File: config.mk
export PLATFORM = sky130hd
export DESIGN_NAME = ena_rate_sel
export DESIGN_NICKNAME = d
export VERILOG_FILES = /design/src/rtl/ena_rate_sel_pkg.sv /design/src/rtl/ena_rate_sel_div_tick.sv /design/src/rtl/ena_rate_sel.sv
export SDC_FILE = /design/constraint.sdc
export NUM_CORES = 1
export LEC_CHECK = 0
export ABC_AREA = 0
export CAP_MARGIN = 20
export CORE_MARGIN = 1
export CORE_UTILIZATION = 60
export CTS_CLUSTER_SIZE = 30
export DETAILED_ROUTE_END_ITERATION = 8
export GPL_TIMING_DRIVEN = 0
export PLACE_DENSITY = 0.77
export SKIP_CTS_REPAIR_TIMING = 1
export SYNTH_ARGS = -nofsm -noshare
export SYNTH_HDL_FRONTEND = slang
export SYNTH_SLANG_ARGS = --single-unit
export TNS_END_PERCENT = 50
File: constraint.sdc
create_clock -name clk -period 5.2 [get_ports clk]
set_input_delay 0.52 -clock clk [delete_from_list [all_inputs] [get_ports clk]]
set_output_delay 0.52 -clock clk [all_outputs]
set_load 0.005 [all_outputs]
File: src/rtl/ena_rate_sel_pkg.sv
`default_nettype none
// ============================================================================
// Module      : ena_pkg
// Description : Shared constants, switch-FSM state encoding and width helper
//               for the selectable enable-rate generator.
// Revision    : 1.0 - initial release
// ============================================================================
package ena_pkg;

    localparam int unsigned DEF_CLK_HZ = 125_000_000;
    localparam int unsigned MAX_CH     = 16;

    typedef enum logic [0:0] {
        ST_IDLE = 1'b0,
        ST_PEND = 1'b1
    } state_t;

    // Ceiling log2; clog2(1) == 0.
    function automatic int unsigned clog2(input int unsigned value);
        int unsigned v;
        int unsigned r;
        v = (value > 0) ? value - 1 : 0;
        r = 0;
        for (int i = 0; i < 32; i++) begin
            if (v != 0) begin
                r = r + 1;
                v = v >> 1;
            end
        end
        return r;
    endfunction

endpackage
`default_nettype wire

File: src/rtl/ena_rate_sel_div_tick.sv
`default_nettype none
// ============================================================================
// Module      : ena_div_tick
// Description : Free-running modulo-DIV counter with a registered one-cycle
//               tick in the cycle after the count reaches DIV-1.
// Revision    : 1.0 - initial release
// ============================================================================
module ena_div_tick
    import ena_pkg::*;
#(
    parameter int unsigned DIV   = 2,
    parameter int unsigned CNT_W = 1
) (
    input  logic clk,
    input  logic rst,
    output logic o_tick
);

    localparam logic [CNT_W-1:0] c_last = CNT_W'(DIV - 1);

    logic [CNT_W-1:0] r_cnt;
    logic             r_tick;

    always_ff @(posedge clk or posedge rst) begin
        if (rst) begin
            r_cnt  <= '0;
            r_tick <= 1'b0;
        end else begin
            r_tick <= (r_cnt == c_last);
            if (r_cnt == c_last) begin
                r_cnt <= '0;
            end else begin
                r_cnt <= r_cnt + 1'b1;
            end
        end
    end

    assign o_tick = r_tick;

endmodule
`default_nettype wire

File: src/rtl/ena_rate_sel.sv
`default_nettype none
// ============================================================================
// Module      : ena_rate_sel
// Description : N_CH divided enable ticks with a synchronised, glitch-free
//               channel select onto a single enable output.
// Revision    : 1.0 - initial release
// ============================================================================
module ena_rate_sel
    import ena_pkg::*;
#(
    parameter int unsigned          CLK_HZ  = DEF_CLK_HZ,
    parameter int unsigned          N_CH    = 4,
    parameter int unsigned          SEL_W   = clog2(N_CH),
    parameter logic [N_CH*32-1:0]   RATE_HZ = {32'd100, 32'd50, 32'd20, 32'd1}
) (
    input  logic             clk,
    input  logic             rst,
    input  logic [SEL_W-1:0] sw,
    output logic             ena_out,
    output logic [N_CH-1:0]  tick_all,
    output logic [SEL_W-1:0] cur_sel,
    output logic             switching
);

    // Largest divide ratio sets the shared counter width.
    function automatic int unsigned f_max_div();
        int unsigned m;
        int unsigned rate;
        m = 1;
        for (int k = 0; k < N_CH; k++) begin
            rate = RATE_HZ[k*32 +: 32];
            if (rate != 0) begin
                if ((CLK_HZ / rate) > m) begin
                    m = CLK_HZ / rate;
                end
            end
        end
        return m;
    endfunction

    localparam int unsigned      c_max_div = f_max_div();
    localparam int unsigned      c_cnt_w   = (clog2(c_max_div) > 0) ? clog2(c_max_div) : 1;
    localparam logic [SEL_W-1:0] c_last_ch = SEL_W'(N_CH - 1);

    logic [N_CH-1:0]  w_tick;
    logic [SEL_W-1:0] r_sw_meta;
    logic [SEL_W-1:0] r_sw_sync;
    logic [SEL_W-1:0] w_sel_s;

    state_t           r_state;
    state_t           w_state_nxt;
    logic [SEL_W-1:0] r_cur_sel;
    logic [SEL_W-1:0] w_cur_sel_nxt;
    logic [SEL_W-1:0] r_tgt;
    logic [SEL_W-1:0] w_tgt_nxt;
    logic             r_ena;
    logic             w_ena_nxt;
    logic             r_switching;
    logic             w_switching_nxt;

    generate
        if (N_CH < 2 || N_CH > MAX_CH) begin : g_bad_nch
            $error("ena_rate_sel: N_CH must be in 2..16");
        end

        for (genvar k = 0; k < N_CH; k++) begin : g_ch
            localparam int unsigned c_rate = RATE_HZ[k*32 +: 32];
            if (c_rate == 0 || c_rate > CLK_HZ) begin : g_bad_rate
                $error("ena_rate_sel: RATE_HZ channel must be in 1..CLK_HZ");
            end else begin : g_div
                ena_div_tick #(
                    .DIV   (CLK_HZ / c_rate),
                    .CNT_W (c_cnt_w)
                ) u_div (
                    .clk    (clk),
                    .rst    (rst),
                    .o_tick (w_tick[k])
                );
            end
        end
    endgenerate

    // Two-flop synchroniser for the board switches.
    always_ff @(posedge clk or posedge rst) begin
        if (rst) begin
            r_sw_meta <= '0;
            r_sw_sync <= '0;
        end else begin
            r_sw_meta <= sw;
            r_sw_sync <= r_sw_meta;
        end
    end

    generate
        if (N_CH == 2**SEL_W) begin : g_sel_full
            assign w_sel_s = r_sw_sync;
        end else begin : g_sel_clamp
            assign w_sel_s = (r_sw_sync > c_last_ch) ? c_last_ch : r_sw_sync;
        end
    endgenerate

    always_ff @(posedge clk or posedge rst) begin
        if (rst) begin
            r_state     <= ST_IDLE;
            r_cur_sel   <= '0;
            r_tgt       <= '0;
            r_ena       <= 1'b0;
            r_switching <= 1'b0;
        end else begin
            r_state     <= w_state_nxt;
            r_cur_sel   <= w_cur_sel_nxt;
            r_tgt       <= w_tgt_nxt;
            r_ena       <= w_ena_nxt;
            r_switching <= w_switching_nxt;
        end
    end

    // The old channel keeps driving the output until the target channel
    // ticks; the handover cycle emits exactly that one target tick.
    always_comb begin
        w_state_nxt     = r_state;
        w_cur_sel_nxt   = r_cur_sel;
        w_tgt_nxt       = r_tgt;
        w_ena_nxt       = w_tick[r_cur_sel];
        w_switching_nxt = 1'b0;
        case (r_state)
            ST_IDLE: begin
                if (w_sel_s != r_cur_sel) begin
                    w_tgt_nxt       = w_sel_s;
                    w_state_nxt     = ST_PEND;
                    w_switching_nxt = 1'b1;
                end
            end
            ST_PEND: begin
                w_switching_nxt = 1'b1;
                if (w_sel_s == r_cur_sel) begin
                    w_state_nxt     = ST_IDLE;
                    w_switching_nxt = 1'b0;
                end else if (w_sel_s != r_tgt) begin
                    w_tgt_nxt = w_sel_s;
                end else if (w_tick[r_tgt]) begin
                    w_cur_sel_nxt   = r_tgt;
                    w_state_nxt     = ST_IDLE;
                    w_switching_nxt = 1'b0;
                    w_ena_nxt       = 1'b1;
                end
            end
            default: begin
                w_state_nxt = ST_IDLE;
            end
        endcase
    end

    assign ena_out   = r_ena;
    assign tick_all  = w_tick;
    assign cur_sel   = r_cur_sel;
    assign switching = r_switching;

endmodule
`default_nettype wire

# Word-level counts from Yosys, hierarchy flattened
# Index checks and enable logic that the tools add are counted.
[word_totals]
regBits = 122
[op_classes]
add_sub_neg = 4
n_lt_le_gt_ge = 2
n_eq_ne = 10
muxes = 21
bitwise_logic = 3
reduce_logical = 2
[ops]
columns = ["op", "n"]
rows = [
  ["adder 27 x 1 -> 27 bit, second input constant", 4],
  ["2-to-1 mux 27 bit", 4],
  ["equality test 27 x 21 -> 1 bit, second input constant", 1],
  ["equality test 27 x 22 -> 1 bit, second input constant", 1],
  ["equality test 27 x 23 -> 1 bit, second input constant", 1],
  ["equality test 27 bit, second input constant", 1],
  ["2-to-1 mux 1 bit", 10],
  ["< comparator 2 x 3 -> 1 bit, second input constant", 2],
  ["2-to-1 mux 2 bit", 3],
  ["binary-select mux 1 bit (select 2 bit)", 2],
  ["inequality test 2 bit", 2],
  ["inequality test 2 bit, second input constant", 2],
  ["one-hot mux 2 bit (2 select lines)", 1],
  ["AND reduction 4 bit", 1],
  ["NOT 1 bit", 3],
  ["AND reduction 3 bit", 1],
  ["equality test 2 bit", 1],
  ["inequality test 2 x 1 -> 1 bit, second input constant", 1],
  ["one-hot mux 1 bit (2 select lines)", 1],
]

# Logic depth before layout (Yosys ltp)
# Gate-level depths: netlist of the first run.
[depth]
ltp_word = 6
ltp_mapped = 6
ltp_nobuf = 6

# By module
# From an unflattened synthesis of the first run, not the netlist that was laid out.
[hier_totals]
cells_unflattened = 543
area_unflattened_um2 = 6004.5
[by_module_without_submodules]
columns = ["mod", "instances", "cells_each", "area_each_um2", "seq_area_each_um2"]
rows = [
  ["ena_div_tick (g_ch[0].g_div.u_div)", 1, 141, 1428.9, 700.7],
  ["ena_div_tick (g_ch[2].g_div.u_div)", 1, 128, 1401.3, 700.7],
  ["ena_div_tick (g_ch[1].g_div.u_div)", 1, 125, 1395.1, 700.7],
  ["ena_div_tick (g_ch[3].g_div.u_div)", 1, 119, 1348.8, 700.7],
  ["ena_rate_sel", 1, 30, 430.4, 250.2],
]

# Worst setup path after synthesis of the first run
# Ideal clock, no wire load.
[synth_path]
kind = "flip-flop to flip-flop"
startpoint = "register g_ch[2].g_div.u_div.r_cnt[0]"
endpoint = "register g_ch[2].g_div.u_div.r_cnt[10]"
t_arrival_ns = 1.608
required_ns = 5.079
slack_ns = 3.471
stages_incl_launch_ff = 7
period_less_slack_ns = 1.729
path_cell_list = "dfrtp_1 > ha_1 > nand4_1 > or3_1 > nor4b_2 > buf_2 > nor2_1"
[synth_between]
elab_chain_len = 2
[synth_lines]
columns = ["item", "line", "source"]
rows = [
  ["start: declaration", "ena_rate_sel_div_tick.sv:21", "logic [CNT_W-1:0] r_cnt;"],
  ["start signal: assignment", "ena_rate_sel_div_tick.sv:33", "r_cnt <= r_cnt + 1'b1;"],
  ["adder 27 x 1 -> 27 bit or equality test 27 x 22 -> 1 bit (tied branches)", "ena_rate_sel_div_tick.sv:33, ena_rate_sel_div_tick.sv:30", ""],
  ["2-to-1 mux 27 bit *", "ena_rate_sel_div_tick.sv:30", "if (r_cnt == c_last) begin"],
]
# Every way passes the cells marked *; elsewhere a longest branch is shown, timed or not.
# A chain may end at the register's enable or synchronous reset.

# Worst setup path after layout of the first run
[layout_path]
startpoint = "register g_ch[2].g_div.u_div.r_cnt[0]"
endpoint = "register g_ch[2].g_div.u_div.r_cnt[5]"
# The elaborated chain is that of the path after synthesis.

==> flow_summary.ini, run 1 <==
[synth]
synthTopCellsByCount = dfrtp_1, nor2_1, xor2_1
synth-main-ff-cell = dfrtp_1
avgSynthCellArea_um2 = 10.8
synth_area_leaders = dfrtp_1, xor2_1, xnor2_1
async_reset_ff_frac = 1.00
synth_top_area_frac = 0.545
synth.most_common_cell = dfrtp_1
syn_nets = 528
postSynthCellCount = 520
ys_ff_latch = 122
synthesis.area_mm2 = 0.00560
yosysTopAreaCell = dfrtp_1
ys_warn_count = 0
synth.distinct_cells = 40
synth_edf_count = 0
seq_area_frac_synth = 0.545

[power]
clockPowerShare = 0.544
power_density_mw_per_mm2 = 334
p_leak_nw = 2.93
power.total_mw = 2.16
p_comb_frac = 0.013
ir_worst_vdd_v = 0.000288
sw_frac_of_total = 0.193
power_switching_mw = 0.417
p_int_mw = 1.74
pwr-share-seq = 0.443

[critical_path]
r2r_cells = 6
crit_path_end_kind = flip-flop
critPathRequiredTime_ps = 5600
critPathArrivalTime_ps = 2510
r2r-end = g_ch[2].g_div.u_div.r_cnt[5]$_DFF_PP0_
regToRegSetupSlack_ps = 3090
path_class = flip-flop to flip-flop
startpoint_type = flip-flop
r2r-start = g_ch[2].g_div.u_div.r_cnt[0]$_DFF_PP0_
path_max_fanout = 10

[floorplanning]
num_rows = 34
die_x_um = 98.6
coreArea_mm2 = 0.00889
die_h_um = 98.6
ios = 12
die-area_mm2 = 0.00972
initial_utilization = 0.630

[drt]
routed_via_density = 5.70
drcViolationCount = 0
wirelength_mm = 10.1
drt_pre_antenna_iters = 4
ant_nets = 0
wl_per_cell_um = 15.0
vias = 3830
drt_iter0_drc = 141

[timing]
rsz0062_at_grt = false
drv_slew = 0
hold_violations = 0
period_share = 0.406
fmax_mhz = 474
fin_crit_ps = 2110
slew_headroom = 0.528
setup_viol = 0
fin_skew_ps = 10.1
tightest_slew_ps = 703

[final_layout]
instances_no_fill = 672
num-nets-final = 559
insertedDiodeCount = 0
fill_cells = 602
area_growth_syn_to_layout_pct = 15.6
drive_gt1_frac = 0.0993

[flow_run]
maxCapViolCount = 0

[placement]
dp_hpwl_mm = 6.71
port_buffers = 11
gp_routability_congestion = 0.816
placed_cells = 640

[cts]
cts_buffer_depth = 2
cts_tree = built
clk_pin_slew_ps = 60
cts_inserted_buffers = 17
clk-insertion-delay-late_ps = 520
clock_sinks = 122
cts-root-buf = clkbuf_8
htree_num_levels = 4

[global_route]
grtUsageTotal = 0.239
grt_first_pass_wirelength_mm = 17.9
grt_max_degree = 103
grt_antenna_before_repair = 0
overflow = 0
grt_pass1_vias = 3840

[min_path]
min_path_type = input pin to async pin

[outcome]
status = complete, no violations
-- critical path, cell delays in order (launching register included) --
cell,delay [ps]
dfrtp_1,390
ha_1,240
nand4_1,260
or3_1,410
nor4b_2,300
buf_2,290
nor2_1,80
-- cells by family after synthesis --
family	after synthesis	share of synthesized area
AND/OR/NAND/NOR	265	0.256
buffers and inverters	17	0.0150
adder cells (fa/ha/maj)	4	0.00894
flip-flops	122	0.545
AO/OA/AOI/OAI	9	0.00804
XOR/XNOR	93	0.146
multiplexers	10	0.0215
-- power by group through the flow --
stage	combinational [mW]	sequential, mW	clock, mW
after detailed placement	0.0297	0.973	0
after global placement	0.0259	0.973	0
after floorplan	0.0180	0.972	0
final	0.0282	0.957	1.17
after global routing	0.0331	0.957	1.24
after CTS	0.0299	0.957	1.19
-- worst max path at each step --
stage,start,end,depth (start not counted)
global route,g_ch[2].g_div.u_div.r_cnt[0]$_DFF_PP0_,g_ch[2].g_div.u_div.r_cnt[16]$_DFF_PP0_,6
floorplan,rst,cur_sel[0]$_DFFE_PP0P_,1
global placement,rst,g_ch[1].g_div.u_div.r_cnt[24]$_DFF_PP0_,2
detailed placement,g_ch[2].g_div.u_div.r_cnt[0]$_DFF_PP0_,g_ch[2].g_div.u_div.r_cnt[5]$_DFF_PP0_,6
CTS,g_ch[2].g_div.u_div.r_cnt[0]$_DFF_PP0_,g_ch[2].g_div.u_div.r_cnt[5]$_DFF_PP0_,6
finish,g_ch[2].g_div.u_div.r_cnt[0]$_DFF_PP0_,g_ch[2].g_div.u_div.r_cnt[5]$_DFF_PP0_,6
-- layout by cell type (no fill, tap or decap), types with 4 or more instances in the layout --
master	count
and3_1	14
and4_1	7
buf_2	4
buf_4	4
clkbuf_1	6
clkbuf_16	16
clkbuf_8	5
clkdlybuf4s50_1	11
dfrtp_1	122
ha_1	4
inv_1	7
mux2_2	6
nand2_1	39
nand3_1	44
nand3b_1	7
nand4_1	26
nor2_1	73
nor2b_1	5
nor3_1	9
nor3_2	4
nor4_1	9
nor4b_1	7
o21ai_1	5
xnor2_1	45
xor2_1	48
-- cell type report --
type                    instances  area (um^2)  area share
clock inverters                 6          110      0.0170
clock buffers                  26          488      0.0754
plain buffers                   9         53.8     0.00831
repair buffers                 12          138      0.0213
inverters                       8         35.0     0.00541
well taps                     108          135      0.0209
multi-input cells             381         2460       0.380
flip-flops and latches        122         3050       0.472
-- metal layers --
| metal | part of all wire | track usage | up-vias |
|---|---|---|---|
| met5 | 0 | 0 | - |
| met4 | 0.012 | 0.101 | 0 |
| met3 | 0.036 | 0.0674 | 11 |
| met2 | 0.49 | 0.379 | 75 |
| met1 | 0.46 | 0.310 | 1882 |
| li1 | - | - | 1862 |
-- through the flow --
step	area, um^2	utilization	setup slack, ps	hold slack [ps]	TNS, ps
after floorplan	5600	-	1440	331	0
after global placement	5840	0.657	-100	338	-11480
after detailed placement	5880	0.661	3140	336	0
after CTS	6470	0.728	3100	305	0
after global routing	6470	0.728	2940	309	0
final	6470	0.728	3090	313	0
-- flip-flops by register name (all words and copies together), names as in the netlist --
register,cells
r_sw_sync,2
g_ch.g_div.u_div.r_cnt,108
cur_sel,2
switching,1
g_ch.g_div.u_div.o_tick,4
r_tgt,2
ena_out,1
r_sw_meta,2
Note: power is estimated with default switching activity, not from simulation.
==> run 2, diff against run 1 <==
- clock period: 5.2 -> 2.1 ns (I/O delays scaled with it)
==> run 2 against run 1 <==
  * Sequential power is 150% higher
  * Combinational power grew to 2.7 times the previous value
  * Final cell count is 0.15% higher
  * Die area stayed put
  * Critical path depth stayed put
  * Worst setup slack worse by 3000 ps
  * Critical endpoint is now g_ch[0].g_div.u_div.r_cnt[26]$_DFF_PP0_
==> flow_summary.ini, run 2 (same netlist as run 1, synthesis figures left out) <==
[min_path]
min_path_type = input pin to async pin

[floorplanning]
die-area_mm2 = 0.00972
coreArea_mm2 = 0.00889
ios = 12
die_x_um = 98.6
num_rows = 34
die_h_um = 98.6
initial_utilization = 0.630

[cts]
cts_inserted_buffers = 17
clk-insertion-delay-late_ps = 510
clock_sinks = 122
htree_num_levels = 4
cts_tree = built
cts_buffer_depth = 2
clk_pin_slew_ps = 60
cts-root-buf = clkbuf_8

[global_route]
grt_antenna_before_repair = 0
grt_pass1_vias = 3787
overflow = 0
grtUsageTotal = 0.234
grt_first_pass_wirelength_mm = 17.6
grt_max_degree = 42

[drt]
routed_via_density = 5.66
wl_per_cell_um = 14.9
drt_pre_antenna_iters = 4
drcViolationCount = 0
ant_nets = 0
wirelength_mm = 10.0
drt_iter0_drc = 149
vias = 3809

[critical_path]
r2r-start = g_ch[0].g_div.u_div.r_cnt[0]$_DFF_PP0_
cpMaxStageDelayCell = nor3_2
critPathArrivalTime_ps = 2370
critPathRequiredTime_ps = 2480
path_max_fanout = 8
crit_path_end_kind = flip-flop
startpoint_type = flip-flop
critPathLaunch = g_ch[0].g_div.u_div.r_cnt[0]$_DFF_PP0_
critPathMaxStageDelay_ps = 580
crit_chain = ha_1, nand3_1, nor3_2, nand4_1, xor2_1, nor2_1
path_class = flip-flop to flip-flop

[final_layout]
largest_reg_flops = 108
top_register = g_ch.g_div.u_div.r_cnt
multiInputGateArea_mm2 = 0.00247
seq_area_mm2 = 0.00305
num-nets-final = 562
final_area_mm2 = 0.00648
instances_no_fill = 673
area_growth_syn_to_layout_pct = 15.7
final_common_cell = dfrtp_1
drive_gt1_frac = 0.110
final_cell_mix = dfrtp_1, nor2_1, xor2_1, xnor2_1, nand3_1
insertedDiodeCount = 0
fill_cells = 633

[timing]
hold_violations = 0
setup_viol = 0
rsz0062_at_grt = true
fin_skew_ps = 9.12
period_share = 0.947
tightest_slew_ps = 671
slew_headroom = 0.549
fin_crit_ps = 1990
fmax_mhz = 503
drv_slew = 0

[flow_run]
maxCapViolCount = 0

[placement]
dp_hpwl_mm = 6.79
gp_routability_congestion = 0.829
port_buffers = 11
dpl-instance-area_mm2 = 0.00591
placed_cells = 642

[power]
ir_worst_vdd_v = 0.000575
power_density_mw_per_mm2 = 789
p_leak_nw = 2.94

[outcome]
status = complete, no violations
run 2: power by group:
| group | internal [mW] | switching (mW) |
|---|---|---|
| combinational | 0.0255 | 0.0510 |
| sequential | 2.36 | 0.00795 |
| clock | 1.70 | 0.961 |
run 2: per-layer routing:
| layer | part of all wire | vias up | track usage |
|---|---|---|---|
| li1 | - | 1866 | - |
| met2 | 0.49 | 53 | 0.376 |
| met5 | 0 | - | 0 |
| met1 | 0.47 | 1881 | 0.301 |
| met3 | 0.034 | 9 | 0.0603 |
| met4 | 0.0083 | 0 | 0.108 |
run 2: final cells by class:
cell class / instances / area share
Sequential cell: 122 / 0.471
Multi-Input combinational cell: 381 / 0.381
Clock buffer: 23 / 0.0751
Timing Repair Buffer: 15 / 0.0274
Tap cell: 108 / 0.0209
Clock inverter: 7 / 0.0102
Buffer: 9 / 0.00908
Inverter: 8 / 0.00521
run 2: worst max-delay path, delay by kind of cell, from the launching register on:
kind                       cells  cell delay (ps)
adders and majority gates      1              210
DFF                            1              400
and+or+nand+nor                4             1080
xor gates and xnor gates       1              170
run 2: worst paths after layout:
kind                                                      endpoint  slack [ps]  depth (start not counted)
hold / removal             g_ch[1].g_div.u_div.r_cnt[24]$_DFF_PP0_          70                          2
min in group clk                            r_sw_meta[1]$_DFF_PP0_         140                          1
setup reg to reg           g_ch[0].g_div.u_div.r_cnt[26]$_DFF_PP0_         110                          6
max in group asynchronous  g_ch[3].g_div.u_div.r_cnt[18]$_DFF_PP0_        1250                          4
hold reg to reg                             r_sw_sync[0]$_DFF_PP0_         350                          0
setup / recovery           g_ch[0].g_div.u_div.r_cnt[26]$_DFF_PP0_         110                          6
run 2: metrics by stage:
| stage | utilization | setup TNS [ps] | setup slack, ps | hold slack [ps] | power [mW] |
|---|---|---|---|---|---|
| final | 0.729 | 0 | 111 | 65.7 | 5.11 |
| after global routing | 0.729 | -90.9 | -14.9 | 82.1 | 5.28 |
| after CTS | 0.727 | 0 | 70.5 | 59.1 | 5.16 |
| after detailed placement | 0.664 | 0 | 84.6 | 336 | 2.49 |
| after global placement | 0.658 | -80960 | -671 | 334 | 2.47 |
| after floorplan | - | 0 | 371 | 241 | 2.45 |
